`src/rtl/conv_encoder_ctrl.sv`:
```
`timescale 1ns/1ps
// conv_encoder_ctrl
// Frame sequencer for a K=8, rate-1/2 convolutional encoder. Message bits are
// accepted over a valid/ready stream and shifted into the encoder one at a
// time. After the last message bit, TAIL_LEN zero bits are shifted to flush
// the encoder register. Every shift produces one coded pair {n1,n2}, which is
// held in a one-deep output slot until the downstream consumes it.
module conv_encoder_ctrl #(
    parameter int TAIL_LEN = 8,     // zero bits shifted after the last message bit (1..255)
    parameter int MAX_BITS = 1024   // message bits per frame before forced truncation (2..65535)
) (
    input  logic        clk,
    input  logic        n_reset,

    // message bit input stream
    input  logic        in_valid_i,
    input  logic        in_bit_i,
    input  logic        in_last_i,
    output logic        in_ready_o,

    // encoder control and status
    output logic        enc_msg_o,
    output logic        enc_shift_o,
    input  logic        enc_n1_i,
    input  logic        enc_n2_i,
    input  logic        enc_nonzero_i,

    // coded symbol output stream
    output logic        out_valid_o,
    output logic [1:0]  out_sym_o,
    output logic        out_last_o,
    input  logic        out_ready_i,

    // frame status
    output logic        frame_done_o,
    output logic        trunc_err_o,
    output logic        flush_err_o,
    output logic [15:0] bit_count_o
);

    localparam logic [7:0]  TAIL_INIT = 8'(TAIL_LEN);
    localparam logic [15:0] MAX_CNT   = 16'(MAX_BITS);

    typedef enum logic [1:0] {
        ST_DATA  = 2'd0,   // idle or mid-frame, accepting message bits
        ST_TAIL  = 2'd1,   // shifting the zero tail
        ST_DRAIN = 2'd2    // waiting for the final tail symbol to be consumed
    } state_t;

    state_t      state_q, state_d;

    logic        out_valid_q,  out_valid_d;
    logic        last_pend_q,  last_pend_d;
    logic [7:0]  tail_cnt_q,   tail_cnt_d;
    logic [15:0] bit_count_q,  bit_count_d;
    logic        trunc_err_q,  trunc_err_d;
    logic        flush_err_q,  flush_err_d;
    logic        frame_done_q, frame_done_d;

    // The output slot can take a new symbol if it is empty or being emptied
    // this cycle; a shift and a consumption may therefore coincide.
    logic        slot_free;
    logic        accept;
    logic [15:0] count_inc;
    logic        hit_max;
    logic        frame_end;
    logic        tail_shift;
    logic        tail_end;
    logic        drain_hs;

    assign slot_free  = !out_valid_q || out_ready_i;
    assign accept     = (state_q == ST_DATA) && in_valid_i && slot_free;
    assign count_inc  = bit_count_q + 16'd1;
    assign hit_max    = (count_inc == MAX_CNT);
    assign frame_end  = accept && (in_last_i || hit_max);
    assign tail_shift = (state_q == ST_TAIL) && slot_free;
    assign tail_end   = tail_shift && (tail_cnt_q == 8'd1);
    assign drain_hs   = (state_q == ST_DRAIN) && out_valid_q && out_ready_i;

    // State register: reset returns to DATA immediately.
    always_ff @(posedge clk or negedge n_reset) begin
        if (!n_reset) begin
            state_q <= ST_DATA;
        end else begin
            state_q <= state_d;
        end
    end

    // Next-state logic: DATA -> TAIL on the frame's final bit, TAIL -> DRAIN on
    // the last tail shift, DRAIN -> DATA once that last symbol is taken.
    always_comb begin
        state_d = state_q;
        case (state_q)
            ST_DATA:  if (frame_end) state_d = ST_TAIL;
            ST_TAIL:  if (tail_end)  state_d = ST_DRAIN;
            ST_DRAIN: if (drain_hs)  state_d = ST_DATA;
            default:                 state_d = ST_DATA;
        endcase
    end

    // Output decode: message bits pass through in DATA, zeros are shifted in
    // TAIL, and nothing moves in DRAIN. Shifts only happen into a free slot.
    always_comb begin
        in_ready_o  = 1'b0;
        enc_shift_o = 1'b0;
        enc_msg_o   = 1'b0;
        case (state_q)
            ST_DATA: begin
                in_ready_o  = slot_free;
                enc_shift_o = accept;
                enc_msg_o   = accept && in_bit_i;
            end
            ST_TAIL: begin
                enc_shift_o = slot_free;
            end
            default: begin
                in_ready_o  = 1'b0;
            end
        endcase
    end

    // Datapath next-state: output slot occupancy, counters and sticky flags.
    always_comb begin
        // every shift fills the slot; otherwise a consumption empties it
        if (enc_shift_o) begin
            out_valid_d = 1'b1;
        end else if (out_ready_i) begin
            out_valid_d = 1'b0;
        end else begin
            out_valid_d = out_valid_q;
        end

        bit_count_d = bit_count_q;
        if (drain_hs) begin
            bit_count_d = 16'd0;
        end else if (accept) begin
            bit_count_d = count_inc;
        end

        tail_cnt_d = tail_cnt_q;
        if (frame_end) begin
            tail_cnt_d = TAIL_INIT;
        end else if (tail_shift) begin
            tail_cnt_d = tail_cnt_q - 8'd1;
        end

        // marks that the symbol now in the slot is the frame's final one
        last_pend_d = last_pend_q;
        if (tail_end) begin
            last_pend_d = 1'b1;
        end else if (drain_hs) begin
            last_pend_d = 1'b0;
        end

        // in_last on the MAX_BITS-th bit is a normal end, not a truncation
        trunc_err_d  = trunc_err_q || (accept && hit_max && !in_last_i);
        // the tail should have left the encoder register all-zero
        flush_err_d  = flush_err_q || (drain_hs && enc_nonzero_i);
        frame_done_d = drain_hs;
    end

    // Datapath registers.
    always_ff @(posedge clk or negedge n_reset) begin
        if (!n_reset) begin
            out_valid_q  <= 1'b0;
            last_pend_q  <= 1'b0;
            tail_cnt_q   <= 8'd0;
            bit_count_q  <= 16'd0;
            trunc_err_q  <= 1'b0;
            flush_err_q  <= 1'b0;
            frame_done_q <= 1'b0;
        end else begin
            out_valid_q  <= out_valid_d;
            last_pend_q  <= last_pend_d;
            tail_cnt_q   <= tail_cnt_d;
            bit_count_q  <= bit_count_d;
            trunc_err_q  <= trunc_err_d;
            flush_err_q  <= flush_err_d;
            frame_done_q <= frame_done_d;
        end
    end

    // The encoder does not shift while a symbol is held, so its outputs are
    // the stable symbol value for as long as out_valid is high.
    assign out_sym_o    = {enc_n1_i, enc_n2_i};
    assign out_valid_o  = out_valid_q;
    assign out_last_o   = out_valid_q && last_pend_q;
    assign frame_done_o = frame_done_q;
    assign trunc_err_o  = trunc_err_q;
    assign flush_err_o  = flush_err_q;
    assign bit_count_o  = bit_count_q;

endmodule

```
`config.mk`:
```
export PLATFORM = sky130hd
export DESIGN_NAME = conv_encoder_ctrl
export DESIGN_NICKNAME = d
export VERILOG_FILES = /design/src/rtl/conv_encoder_ctrl.sv
export SDC_FILE = /design/constraint.sdc
export NUM_CORES = 1
export LEC_CHECK = 0
export ABC_AREA = 0
export CAP_MARGIN = 30
export CORE_AREA = 2 2 62 64
export CTS_CLUSTER_DIAMETER = 40
export DETAILED_ROUTE_END_ITERATION = 8
export DIE_AREA = 0 0 64 66
export GPL_TIMING_DRIVEN = 1
export HOLD_SLACK_MARGIN = 0.12
export PLACE_DENSITY = 0.83
export SLEW_MARGIN = 5
export SYNTH_ARGS = -nofsm -noshare
export SYNTH_HDL_FRONTEND = slang
export SYNTH_SLANG_ARGS = --single-unit
```
`constraint.sdc`:
```
create_clock -name clk -period 5.3 [get_ports clk]
set_clock_uncertainty 0.15 [all_clocks]
set_input_delay 1.59 -clock clk [delete_from_list [all_inputs] [get_ports clk]]
set_output_delay 1.59 -clock clk [all_outputs]
set_load 0.02 [all_outputs]
```
-- Word level (Yosys, flattened, before mapping)
Index checks and enable logic that the tools add are counted.
- add/sub/neg operators: 2
- multipliers: 0
- div/mod/pow operators: 0
- $lt $le $gt $ge: 0
- equality and inequality tests: 7
- shift operators: 0
- muxes and demuxes: 15
- bitwise operators: 0
- reduce and logical (&&, ||, !) cells: 24
- operators by type and width (cell ; count):
    two-way mux 16 bit ; 2
    adder 16 x 1 -> 16 bit (second input constant) ; 1
    equality test 16 x 11 -> 1 bit (second input constant) ; 1
    two-way mux 8 bit ; 2
    logical AND 1 bit ; 12
    equality test 8 x 1 -> 1 bit (second input constant) ; 1
    nonzero test 2 bit ; 4
    subtractor 8 x 1 -> 8 bit (second input constant) ; 1
    two-way mux 1 bit ; 6
    two-way mux 2 bit ; 3
    inequality test 2 bit (second input constant) ; 3
    case mux 2 bit (3 select lines) ; 1
    logical OR 1 bit ; 4
    AND reduction 3 bit ; 1
    equality test 2 x 1 -> 1 bit (second input constant) ; 1
    equality test 2 bit (second input constant) ; 1
    logical NOT 1 bit ; 2
    logical NOT 2 bit ; 1
    case mux 1 bit (2 select lines) ; 1
- flip-flop bits (word level): 31
- bits in latches: 0
- RAM bits: 0
- bits in read-only memories: 0
- input port bits: 9
- output and inout bits: 26
- word-level logic and storage cells: 56
- memories kept: 0

-- Longest topological paths before layout
- depth after elaboration: 6
- depth in mapped cells: 8

-- Least setup slack after synthesis
OpenSTA, ideal clock, no wires.
- path kind: input-to-output
- start: input out_ready_i
- end: output enc_msg_o
- data arrival time: 2.743 ns
- setup slack: 0.817 ns
- stages: 6
- path buffers: 3
- cell sequence: nand2b_1 > clkbuf_1 > and3_1 > clkbuf_1 > clkbuf_1 > and2_1
- cells in the longest elaborated chain, start to end: 4
- ends and longest elaborated chain (what ; line ; text):
    start, declared ; 32 ; input logic out_ready_i,
    logical OR 1 bit ; 71 ; assign slot_free = !out_valid_q || out_ready_i;
    logical AND 1 bit ; 72 ; assign accept = (state_q == ST_DATA) && in_valid_i && slot_free;
    logical AND 1 bit ; 111 ; enc_msg_o = accept && in_bit_i;
    two-way mux 1 bit ; 107 ; case (state_q)
    end, declared ; 22 ; output logic enc_msg_o,
Every way passes these cells.

-- Worst setup path after layout
Same ends and word-level chain as after synthesis.

==> impl_summary.txt <==
----------------------------------------------------
[STA]
  Post-Route Hold Slack ... 317 ps
  Worst slew pin tran ... 753 ps
  Hold Violations, Final ... 0
  Shortest period the worst path allows ... 5020 ps
  Number of max-slew violations in the final report ... 0
  Fin Setup TNS ... 0 ps
  Minimum setup slack in the final design ... 281 ps
  F_max ... 199 MHz
  Headroom to the max-slew limit ... 0.496
  Share of the clock period used by the worst path after layout ... 0.947
  RSZ-0062 raised after global routing ... no
  Finish-stage setup viols ... 0

[Die]
  Die W ... 64 um
  Number of primary I/O pins ... 35
  Total number of placement rows ... 22
  Initial Util ... 0.527
  Placeable core region ... 0.00355 sq mm
  DIE HEIGHT ... 66 um
  Die footprint ... 0.00422 sq mm

[Synth]
  Ys async rst share ... 1.00
  #FFs+latches synth ... 31
  Post-Synthesis Cells ... 202
  Share of synthesized area occupied by flip-flops and latches ... 0.414
  Post-synth EDFFs ... 0
  Mean instance size in the synthesized netlist ... 9.27 sq um
  Number of warnings issued by yosys ... 0
  Number of different library cells in the post-synthesis netlist ... 42
  Synth Flop Type ... sky130_fd_sc_hd__dfrtp_1
  Mapped cell area ... 0.00187 sq mm
  Total nets after synthesis ... 214

[Placed design]
  IO Port Bufs ... 30
  Pre-CTS setup slack ... 287 ps
  Post-DP HPWL ... 2690 um
  Post-placement cell area ... 0.00215 sq mm
  Final GP Congestion ... 0.809
  Post-Place Cells ... 268

[CTS]
  Clock latency of the later-clocked register in the worst-skew pair ... 340 ps
  Number of sinks driven by the clock tree ... 31
  TritonCTS clock tree ... yes
  Cell at the root of the clock tree ... sky130_fd_sc_hd__clkbuf_4
  # Post-CTS Setup Buffers ... 0
  Max H-tree Level ... 2
  Number of buffers added to fix hold violations after cts ... 0
  Post-cts repair resize count ... 0
  Inserted Clock Buffers ... 5
  Clk slew on worst S/H paths ... 110 ps
  Maximum buffer depth of the clock tree ... 2

[GRT]
  Global-route wire length before repair ... 6500 um
  Maximum number of pins on one net before global-route repair ... 32
  Global routing usage summed across all routing layers ... 0.200
  Vias in the first global route ... 1,437
  Antenna violations before repair ... 0
  Residual overflow from global routing ... 0

[Layout]
  Layout filler cell count ... 311
  Finished Core Util ... 0.619
  Final design instance area without fill ... 0.00220 sq mm
  Sequential cell area ... 776 sq um
  Multi-input combinational cell area ... 973 sq um
  Most frequent standard cell in the layout excluding fill and tap cells ... sky130_fd_sc_hd__dfrtp_1
  Diodes inserted ... 0
  Most used cells in the layout excluding fill and tap cells ... 31 x sky130_fd_sc_hd__dfrtp_1, 30 x sky130_fd_sc_hd__clkdlybuf4s50_1, 24 x sky130_fd_sc_hd__o21ai_0
  Final Net Count ... 239
  Area overhead of the layout relative to synthesis ... 17.4%
  Final cell count without fillers ... 276
  Fraction of layout instances using a drive strength above 1 ... 0.0921

[Pwr]
  Maximum resistive drop on vdd ... 379 uV
  Areal power density over the cells ... 379 mW/mm^2
  Sum of internal, switching and leakage power ... 0.833 mW
  Leakage component of the power ... 0.947 nW

[Route]
  Number of iterations in the first detailed-routing pass ... 4
  Residual antenna-violating net count after detailed routing ... 0
  Final Routed Wirelength ... 3880 um
  Routed length on met2 ... 1880 um
  Detail-routed net length per standard cell ... 14.1 um
  DRC violations left ... 0
  Uppermost layer routed ... met4
  DR iter-0 viols ... 161
  Wire length on met3 ... 186 um
  Number of vias per cell ... 5.78
  Routed length on met1 ... 1760 um
  Overall via count from detail_route ... 1,594

[Worst hold path]
  Min-Delay Path Class ... reg2reg

[Setup path]
  Launching element type of the critical path ... input pin
  Endpoint class of the critical path ... output port
  Data required, critical path ... 3560 ps
  Arrival time reported for the critical path endpoint ... 3280 ps
  Startpoint-to-endpoint class of the critical path ... in2out
  Maximum fanout along the worst path ... 8

[Flow run]
  Max capacitance violation total ... 0

[Outcome]
  Result of the run ... finished, final reports clean

----------------------------------------------------
-- cell usage after synthesis (5+ instances only) --
cell type | count | share of area
sky130_fd_sc_hd__a21oi_1 | 8 | 0.021
sky130_fd_sc_hd__buf_6 | 5 | 0.030
sky130_fd_sc_hd__clkbuf_1 | 6 | 0.012
sky130_fd_sc_hd__dfrtp_1 | 31 | 0.41
sky130_fd_sc_hd__nand2_1 | 14 | 0.028
sky130_fd_sc_hd__nand3_1 | 15 | 0.040
sky130_fd_sc_hd__nand4_1 | 6 | 0.020
sky130_fd_sc_hd__nor2_1 | 15 | 0.030
sky130_fd_sc_hd__nor3_1 | 7 | 0.019
sky130_fd_sc_hd__o21ai_0 | 24 | 0.064
sky130_fd_sc_hd__xnor2_1 | 7 | 0.033
-- sequential cells by signal (all words and copies together) (netlist names) --
signal and count:
bit_count_o 16, trunc_err_o 1, last_pend_q 1, flush_err_o 1, tail_cnt_q 8, frame_done_o 1
out_valid_o 1, state_q 2
-- area by class of cell --
type,instances,share of cell area
Clock buffer,5,0.0171
Clock inverter,3,0.00683
Inverter,4,0.00683
Multi-Input combinational cell,152,0.443
Sequential cell,31,0.353
Tap cell,48,0.0273
Timing Repair Buffer,33,0.147
-- path summary, 6_finish.rpt --
check	cells after the start	from	slack, ps	endpoint
setup / recovery	5	out_ready_i	280	enc_msg_o
hold / removal	1	flush_err_o$_DFF_PN0_	320	flush_err_o$_DFF_PN0_
setup reg to reg	6	bit_count_o[0]$_DFFE_PN0P_	2810	tail_cnt_q[3]$_DFFE_PN0P_
hold reg to reg	1	flush_err_o$_DFF_PN0_	320	flush_err_o$_DFF_PN0_
max in group asynchronous	2	n_reset	3220	tail_cnt_q[4]$_DFFE_PN0P_
min in group asynchronous	2	n_reset	1490	bit_count_o[2]$_DFFE_PN0P_
-- power breakdown --
part | internal (mW) | switching [mW] | total, mW
clock | 0.0493 | 0.0851 | 0.134
sequential | 0.291 | 0.0660 | 0.357
combinational | 0.156 | 0.186 | 0.342
-- cells by family after synthesis --
kind of cell / after synthesis / synth area share
adder cells (fa/ha/maj): 3 / 0.0200
AND/OR/NAND/NOR: 89 / 0.281
flip-flops: 31 / 0.414
XOR/XNOR: 10 / 0.0468
AO/OA/AOI/OAI: 50 / 0.172
buffers and inverters: 19 / 0.0661
-- routing by layer --
| metal | global-route usage | up-vias |
|---|---|---|
| met4 | 0.0734 | 0 |
| met1 | 0.255 | 763 |
| met3 | 0.0562 | 7 |
| met5 | 0 | - |
| li1 | - | 787 |
| met2 | 0.323 | 37 |
-- critical path: stages --
cell,delay (ps)
sky130_fd_sc_hd__clkdlybuf4s50_1,470
sky130_fd_sc_hd__nand2b_1,250
sky130_fd_sc_hd__and3_1,240
sky130_fd_sc_hd__and2_1,130
sky130_fd_sc_hd__clkdlybuf4s50_1,590
(Power assumes the default switching activity.)
